$ cat src/rtl/ex_stage_param_pkg.sv
// Shared types for the execute stage: ALU op codes, branch funct3 codes,
// forwarding selects and multiplier FSM states.
package ex_pkg;

    typedef enum logic [3:0] {
        ALU_ADD   = 4'd0,
        ALU_SUB   = 4'd1,
        ALU_AND   = 4'd2,
        ALU_OR    = 4'd3,
        ALU_XOR   = 4'd4,
        ALU_SLT   = 4'd5,
        ALU_SLTU  = 4'd6,
        ALU_SLL   = 4'd7,
        ALU_SRL   = 4'd8,
        ALU_SRA   = 4'd9,
        ALU_PASSB = 4'd10,
        ALU_MUL   = 4'd11
    } alu_op_t;

    localparam logic [2:0] BR_EQ  = 3'b000;
    localparam logic [2:0] BR_NE  = 3'b001;
    localparam logic [2:0] BR_LT  = 3'b100;
    localparam logic [2:0] BR_GE  = 3'b101;
    localparam logic [2:0] BR_LTU = 3'b110;
    localparam logic [2:0] BR_GEU = 3'b111;

    localparam logic [1:0] FWD_RF = 2'b00;
    localparam logic [1:0] FWD_W  = 2'b01;
    localparam logic [1:0] FWD_M  = 2'b10;

    typedef enum logic [1:0] {
        MUL_IDLE = 2'd0,
        MUL_RUN  = 2'd1,
        MUL_DONE = 2'd2
    } mul_state_t;

endpackage

$ cat src/rtl/ex_stage_param_seq_multiplier.sv
// Iterative shift-add multiplier, one multiplier bit per cycle; busy for XLEN
// cycles (start cycle + XLEN-1 RUN cycles), product valid in the DONE cycle.
module seq_multiplier import ex_pkg::*; #(
    parameter int XLEN = 32
) (
    input  logic            clk,
    input  logic            rst,
    input  logic            start,
    input  logic            flush,
    input  logic [XLEN-1:0] op_a,
    input  logic [XLEN-1:0] op_b,
    output logic            busy,
    output logic            done,
    output logic [XLEN-1:0] product
);
    localparam int CW = $clog2(XLEN);

    mul_state_t      state_q, state_d;
    logic [XLEN-1:0] mcand_q, mplier_q, acc_q;
    logic [CW-1:0]   cnt_q;
    logic            go;

    assign go = start & ~flush & (state_q == MUL_IDLE);

    always_comb begin
        state_d = state_q;
        case (state_q)
            MUL_IDLE: if (go) state_d = MUL_RUN;
            MUL_RUN:  begin
                if (flush)              state_d = MUL_IDLE;
                else if (cnt_q == '0)   state_d = MUL_DONE;
            end
            MUL_DONE: state_d = MUL_IDLE;
            default:  state_d = MUL_IDLE;
        endcase
    end

    assign busy    = rst & (go | (state_q == MUL_RUN));
    assign done    = (state_q == MUL_DONE) & ~flush;
    assign product = acc_q;

    // The start cycle already folds in multiplier bit 0, so RUN only needs
    // XLEN-1 further iterations and the total busy window is XLEN cycles.
    always_ff @(posedge clk or negedge rst) begin
        if (!rst) begin
            state_q  <= MUL_IDLE;
            mcand_q  <= '0;
            mplier_q <= '0;
            acc_q    <= '0;
            cnt_q    <= '0;
        end else begin
            state_q <= state_d;
            if (go) begin
                acc_q    <= op_b[0] ? op_a : '0;
                mcand_q  <= op_a << 1;
                mplier_q <= op_b >> 1;
                cnt_q    <= CW'(XLEN - 2);
            end else if (state_q == MUL_RUN) begin
                if (mplier_q[0]) acc_q <= acc_q + mcand_q;
                mcand_q  <= mcand_q << 1;
                mplier_q <= mplier_q >> 1;
                if (cnt_q != '0) cnt_q <= cnt_q - 1'b1;
            end
        end
    end

endmodule

$ cat src/rtl/ex_stage_param.sv
// Execute stage: forwarding, ALU, branch/jump redirect and EX/MEM register.
// One cycle for non-MUL ops; MUL holds ex_busy high XLEN cycles and bubbles EX/MEM.
module ex_stage_param import ex_pkg::*; #(
    parameter int XLEN   = 32,
    parameter int REG_AW = 5,
    parameter int MUL_EN = 1
) (
    input  logic              clk,
    input  logic              rst,
    input  logic              reg_write_e,
    input  logic              mem_write_e,
    input  logic              branch_e,
    input  logic              jump_e,
    input  logic              jalr_e,
    input  logic              alu_src_e,
    input  logic [1:0]        result_src_e,
    input  logic [3:0]        alu_ctrl_e,
    input  logic [2:0]        br_func_e,
    input  logic [XLEN-1:0]   rd1_e,
    input  logic [XLEN-1:0]   rd2_e,
    input  logic [XLEN-1:0]   imm_e,
    input  logic [XLEN-1:0]   pc_e,
    input  logic [XLEN-1:0]   pc_plus4_e,
    input  logic [REG_AW-1:0] rd_e,
    input  logic [XLEN-1:0]   result_w,
    input  logic [1:0]        fwd_a_e,
    input  logic [1:0]        fwd_b_e,
    input  logic              flush_e,
    output logic              ex_busy,
    output logic              pc_src_e,
    output logic [XLEN-1:0]   pc_target_e,
    output logic              reg_write_m,
    output logic              mem_write_m,
    output logic [1:0]        result_src_m,
    output logic [REG_AW-1:0] rd_m,
    output logic [XLEN-1:0]   pc_plus4_m,
    output logic [XLEN-1:0]   write_data_m,
    output logic [XLEN-1:0]   alu_result_m
);
    localparam int SHW = $clog2(XLEN);

    logic [XLEN-1:0] src_a, fwd_b, src_b, alu_y, mul_product, jalr_sum;
    logic [SHW-1:0]  shamt;
    logic            mul_done, cond;

    always_comb begin
        case (fwd_a_e)
            FWD_W:   src_a = result_w;
            FWD_M:   src_a = alu_result_m;
            default: src_a = rd1_e;
        endcase
        case (fwd_b_e)
            FWD_W:   fwd_b = result_w;
            FWD_M:   fwd_b = alu_result_m;
            default: fwd_b = rd2_e;
        endcase
    end

    assign src_b = alu_src_e ? imm_e : fwd_b;
    assign shamt = src_b[SHW-1:0];

    always_comb begin
        alu_y = '0;
        case (alu_ctrl_e)
            ALU_ADD:   alu_y = src_a + src_b;
            ALU_SUB:   alu_y = src_a - src_b;
            ALU_AND:   alu_y = src_a & src_b;
            ALU_OR:    alu_y = src_a | src_b;
            ALU_XOR:   alu_y = src_a ^ src_b;
            ALU_SLT:   alu_y = {{(XLEN-1){1'b0}}, $signed(src_a) < $signed(src_b)};
            ALU_SLTU:  alu_y = {{(XLEN-1){1'b0}}, src_a < src_b};
            ALU_SLL:   alu_y = src_a << shamt;
            ALU_SRL:   alu_y = src_a >> shamt;
            ALU_SRA:   alu_y = $unsigned($signed(src_a) >>> shamt);
            ALU_PASSB: alu_y = src_b;
            ALU_MUL:   alu_y = mul_done ? mul_product : '0;
            default:   alu_y = '0;
        endcase
    end

    // Branches always compare the register operands, never the immediate.
    always_comb begin
        cond = 1'b0;
        case (br_func_e)
            BR_EQ:   cond = (src_a == fwd_b);
            BR_NE:   cond = (src_a != fwd_b);
            BR_LT:   cond = ($signed(src_a) <  $signed(fwd_b));
            BR_GE:   cond = ($signed(src_a) >= $signed(fwd_b));
            BR_LTU:  cond = (src_a <  fwd_b);
            BR_GEU:  cond = (src_a >= fwd_b);
            default: cond = 1'b0;
        endcase
    end

    assign jalr_sum    = src_a + imm_e;
    assign pc_target_e = jalr_e ? {jalr_sum[XLEN-1:1], 1'b0} : (pc_e + imm_e);
    assign pc_src_e    = ((branch_e & cond) | jump_e) & ~flush_e & ~ex_busy;

    generate
        if (MUL_EN != 0) begin : g_mul
            seq_multiplier #(.XLEN(XLEN)) u_mul (
                .clk     (clk),
                .rst     (rst),
                .start   (alu_ctrl_e == ALU_MUL),
                .flush   (flush_e),
                .op_a    (src_a),
                .op_b    (src_b),
                .busy    (ex_busy),
                .done    (mul_done),
                .product (mul_product)
            );
        end else begin : g_no_mul
            assign ex_busy     = 1'b0;
            assign mul_done    = 1'b0;
            assign mul_product = '0;
        end
    endgenerate

    always_ff @(posedge clk or negedge rst) begin
        if (!rst) begin
            reg_write_m  <= 1'b0;
            mem_write_m  <= 1'b0;
            result_src_m <= '0;
            rd_m         <= '0;
            pc_plus4_m   <= '0;
            write_data_m <= '0;
            alu_result_m <= '0;
        end else if (ex_busy | flush_e) begin
            reg_write_m  <= 1'b0;
            mem_write_m  <= 1'b0;
            result_src_m <= '0;
            rd_m         <= '0;
            pc_plus4_m   <= '0;
            write_data_m <= '0;
            alu_result_m <= '0;
        end else begin
            reg_write_m  <= reg_write_e;
            mem_write_m  <= mem_write_e;
            result_src_m <= result_src_e;
            rd_m         <= rd_e;
            pc_plus4_m   <= pc_plus4_e;
            write_data_m <= fwd_b;
            alu_result_m <= alu_y;
        end
    end

endmodule

$ cat config.mk
export PLATFORM = sky130hd
export DESIGN_NAME = ex_stage_param
export DESIGN_NICKNAME = d
export VERILOG_FILES = /design/src/rtl/ex_stage_param_pkg.sv /design/src/rtl/ex_stage_param_seq_multiplier.sv /design/src/rtl/ex_stage_param.sv
export SDC_FILE = /design/constraint.sdc
export NUM_CORES = 1
export LEC_CHECK = 0
export ABC_AREA = 0
export CORE_MARGIN = 3
export CORE_UTILIZATION = 38
export CTS_BUF_LIST = sky130_fd_sc_hd__clkbuf_8
export DETAILED_ROUTE_END_ITERATION = 10
export HOLD_SLACK_MARGIN = 0.03
export PLACE_DENSITY_LB_ADDON = 0.12
export SYNTH_ARGS = -nofsm -noshare
export SYNTH_HDL_FRONTEND = slang
export SYNTH_SLANG_ARGS = --single-unit
$ cat constraint.sdc
create_clock -name clk -period 13.55 [get_ports clk]
set_clock_uncertainty 0.15 [all_clocks]
set_input_delay 2.71 -clock clk [delete_from_list [all_inputs] [get_ports clk]]
set_output_delay 2.71 -clock clk [all_outputs]
set_load 0.005 [all_outputs]
==> flow_summary.toml <==
[sta]
period_share_pct = 85.5
fin_crit_ps = 11590
finalSetupViolations = 0
hold_viol = 0
relSlewSlack_pct = 14.8
rsz0062_at_grt = "no"
fmax_ghz = 0.0863
drv_slew = 0
worst_slew_pin_slew_ps = 1250
setup-tns-final_ps = 0

[route]
drc_errors = 0
firstDrtPassIters = 6
num_vias = 27500
routed_wl_mm = 129
wire_per_inst_microns = 30.4
wl_met2_mm = 56.9
avgViaCountPerCell = 6.48
wl_met1_mm = 51.6
top_layer = "met5"
met3WireLength_mm = 14.0
antenna_left = 0
drt_iter0_markers = 3755

[job]
cap_violations = 0

[floorplanning]
fp.dieW_microns = 255
fp.dieH_microns = 255
num_rows = 90
die_area_sq_um = 64900
start_util_pct = 38.6
ios = 358
core-area_sq_um = 60800

[synthesis]
syn-num-nets = 3598
ys_ff_latch = 206
synth_edf_count = 0
synth_top_area_cell = "dfrtp_1"
synthCells = 3149
async_flop_share_pct = 100
yosys_most_used_dff = "dfrtp_1"
ys_warn_count = 0
netlist_area_sq_um = 23500
synth_common_cells = "366 x nand2_1, 298 x nor2_1, 249 x a21oi_1"
post-synth-top-count-cell = "nand2_1"
ys_top_cells_by_area = "dfrtp_1 22%, ha_1 12%, nand2_1 5.8%, a21oi_1 5.3%, nor2_1 4.8%"
synth.top_cell.area_share_pct = 21.9
ys_seq_area_share_pct = 21.9
syn_avg_cell_area_sq_um = 7.46
synth_cell_type_count = 86

[final_layout]
nets = 3864
n_fill_cell = 6049
drive_gt1_share_pct = 5.92
final_cell_area_sq_um = 28800
area_growth_pct = 22.5

[global_route]
grt_max_degree = 70
grt_pass1_vias = 26300
grt_pass1_wl_mm = 183
grt.overflow.total = 0
antenna_found_initial = 22
grtUsageTotal_pct = 38.3

[worst_hold_path]
holdCritPathClass = "reg2reg"

[place]
gp_congestion = 1.06
io_buffer_count = 357
placed_cell_area_sq_um = 27800
hpwl_mm = 99.2

[clocking]
cts_buffers = 44
postCtsHoldBufs = 0
clock_latency_ps = 650
cts.sinks = 206
cts_tree = "done"
cts.htree.levels = 2
root_buffer = "clkbuf_8"
ctsResizeCount = 0
postCtsSetupBuffers = 0
clk_pin_slew_worst_paths_ps = 50
cts_buffer_depth = 3

[setup_path]
cp_common_cell = "clkdlybuf4s50_1"
cp_cell_sequence = "clkdlybuf4s50_1, ha_2, a22oi_1, o21ai_1, ha_1, and3_1, and2_1, a221oi_2, o31ai_1, a31oi_1, o41ai_1, a21boi_1, xor2_1, mux2i_1, clkdlybuf4s50_1"
critical_path_buf_inv_count = 2
start_kind = "input pin"
crit_fanout = 32
critical_path.top_delay_family = "compound AO/OA/AOI/OAI gates"
slowest_delay_ps = 980
required_ps = 10690
arrival_ps = 8730
worst-setup-path-type = "in2out"
critPathCaptureType = "output pin"
crit_slowest_cell = "o21ai_1"

[run_status]
status = "finished, final reports clean"

[power_and_ir_drop]
p_per_area_nw_per_um2 = 123
vdd_ir_drop_max_mv = 0.0980
leakage_nw = 12.5
layer usage:
layer	track usage, %	up-vias
met2	60.0	1705
met5	0	-
met3	9.62	336
met4	17.6	14
li1	-	12100
met1	49.7	13300
stage by stage:
stage | total power, mW | hold slack, ps | std cells | util, % | setup slack [ps]
after floorplan | 1.99 | 300 | 3149 | - | 4480
after global placement | 2.68 | 321 | 4151 | 45.7 | 2320
after detailed placement | 2.70 | 326 | 4151 | 45.7 | 2210
after CTS | 3.50 | 338 | 4227 | 47.3 | 2190
after global routing | 3.73 | 379 | 4235 | 47.3 | 1870
final | 3.55 | 337 | 4238 | 47.3 | 1960
final timing paths:
check,startpoint,endpoint,slack (ps),depth (start not counted)
min in group asynchronous,rst,g_mul.u_mul.mcand_q[2],1790,1
worst min register to register,g_mul.u_mul.product[0],g_mul.u_mul.product[0],340,2
worst max-delay path,fwd_a_e[1],pc_target_e[24],1960,15
worst max register to register,alu_result_m[0],alu_result_m[0],7150,16
worst min-delay path,g_mul.u_mul.product[0],g_mul.u_mul.product[0],340,2
max in group asynchronous,rst,alu_result_m[6],9390,3
state kept, by name, summed over array words and instances (netlist names), 5 cells and up:
signal / cells
pc_plus4_m: 32
g_mul.u_mul.product: 32
alu_result_m: 32
g_mul.u_mul.mcand_q: 31
g_mul.u_mul.cnt_q: 5
rd_m: 5
write_data_m: 32
g_mul.u_mul.mplier_q: 31
final cells by class:
cell class	instances	area, sq um	share of cell area, %
clock buffer	51	702	2.44
antenna	11	27.5	0.0956
tap	782	978	3.40
multi-input combinational	2594	17000	59.2
clock inverter	25	259	0.900
sequential	206	5150	17.9
timing repair buffer	431	4120	14.3
inverter	138	518	1.80
placed cells by master, fill, tap and decap left out, drive strengths merged, types with 14 or more instances in the layout:
cell,n
nand2,366
a31oi,73
buf,78
xnor2,68
o221ai,15
mux2i,90
a221oi,40
nor2b,31
o21bai,26
nor2,298
inv,146
o211ai,25
o31a,15
or2,14
a22oi,82
a21oi,249
and3,14
nand2b,41
a21o,63
clkdlybuf4s50,353
clkbuf,51
or3,18
o22ai,25
o31ai,24
o21a,22
nand4,18
ha,226
a211oi,41
xor2,35
nand3,65
a221o,46
dfrtp,206
and2,62
o21ai,288
nor3,59
logic make-up after synthesis:
kind of cell	Yosys count	share of synthesized area (%)
compound gates	1141	31.9
fa+ha+maj	231	12.4
mux	99	4.36
xor+xnor	103	3.84
flops	206	21.9
simple gates	1020	19.7
buf+inv	349	5.88
worst reg2reg max path, delay by kind of cell, from the launching register on:
kind | cells | cell delay, ps
simple gates | 3 | 350
compound gates | 9 | 3970
buf+inv | 2 | 850
fa+ha+maj | 2 | 570
flops | 1 | 410
report_power, final:
group	switching, mW	total (mW)	leakage, nW	internal (mW)
Sequential	0.162	0.909	2.66	0.747
Combinational	1.14	1.86	9.32	0.718
Clock	0.342	0.782	0.517	0.440
No activity file was read; power rests on OpenSTA's default activity.
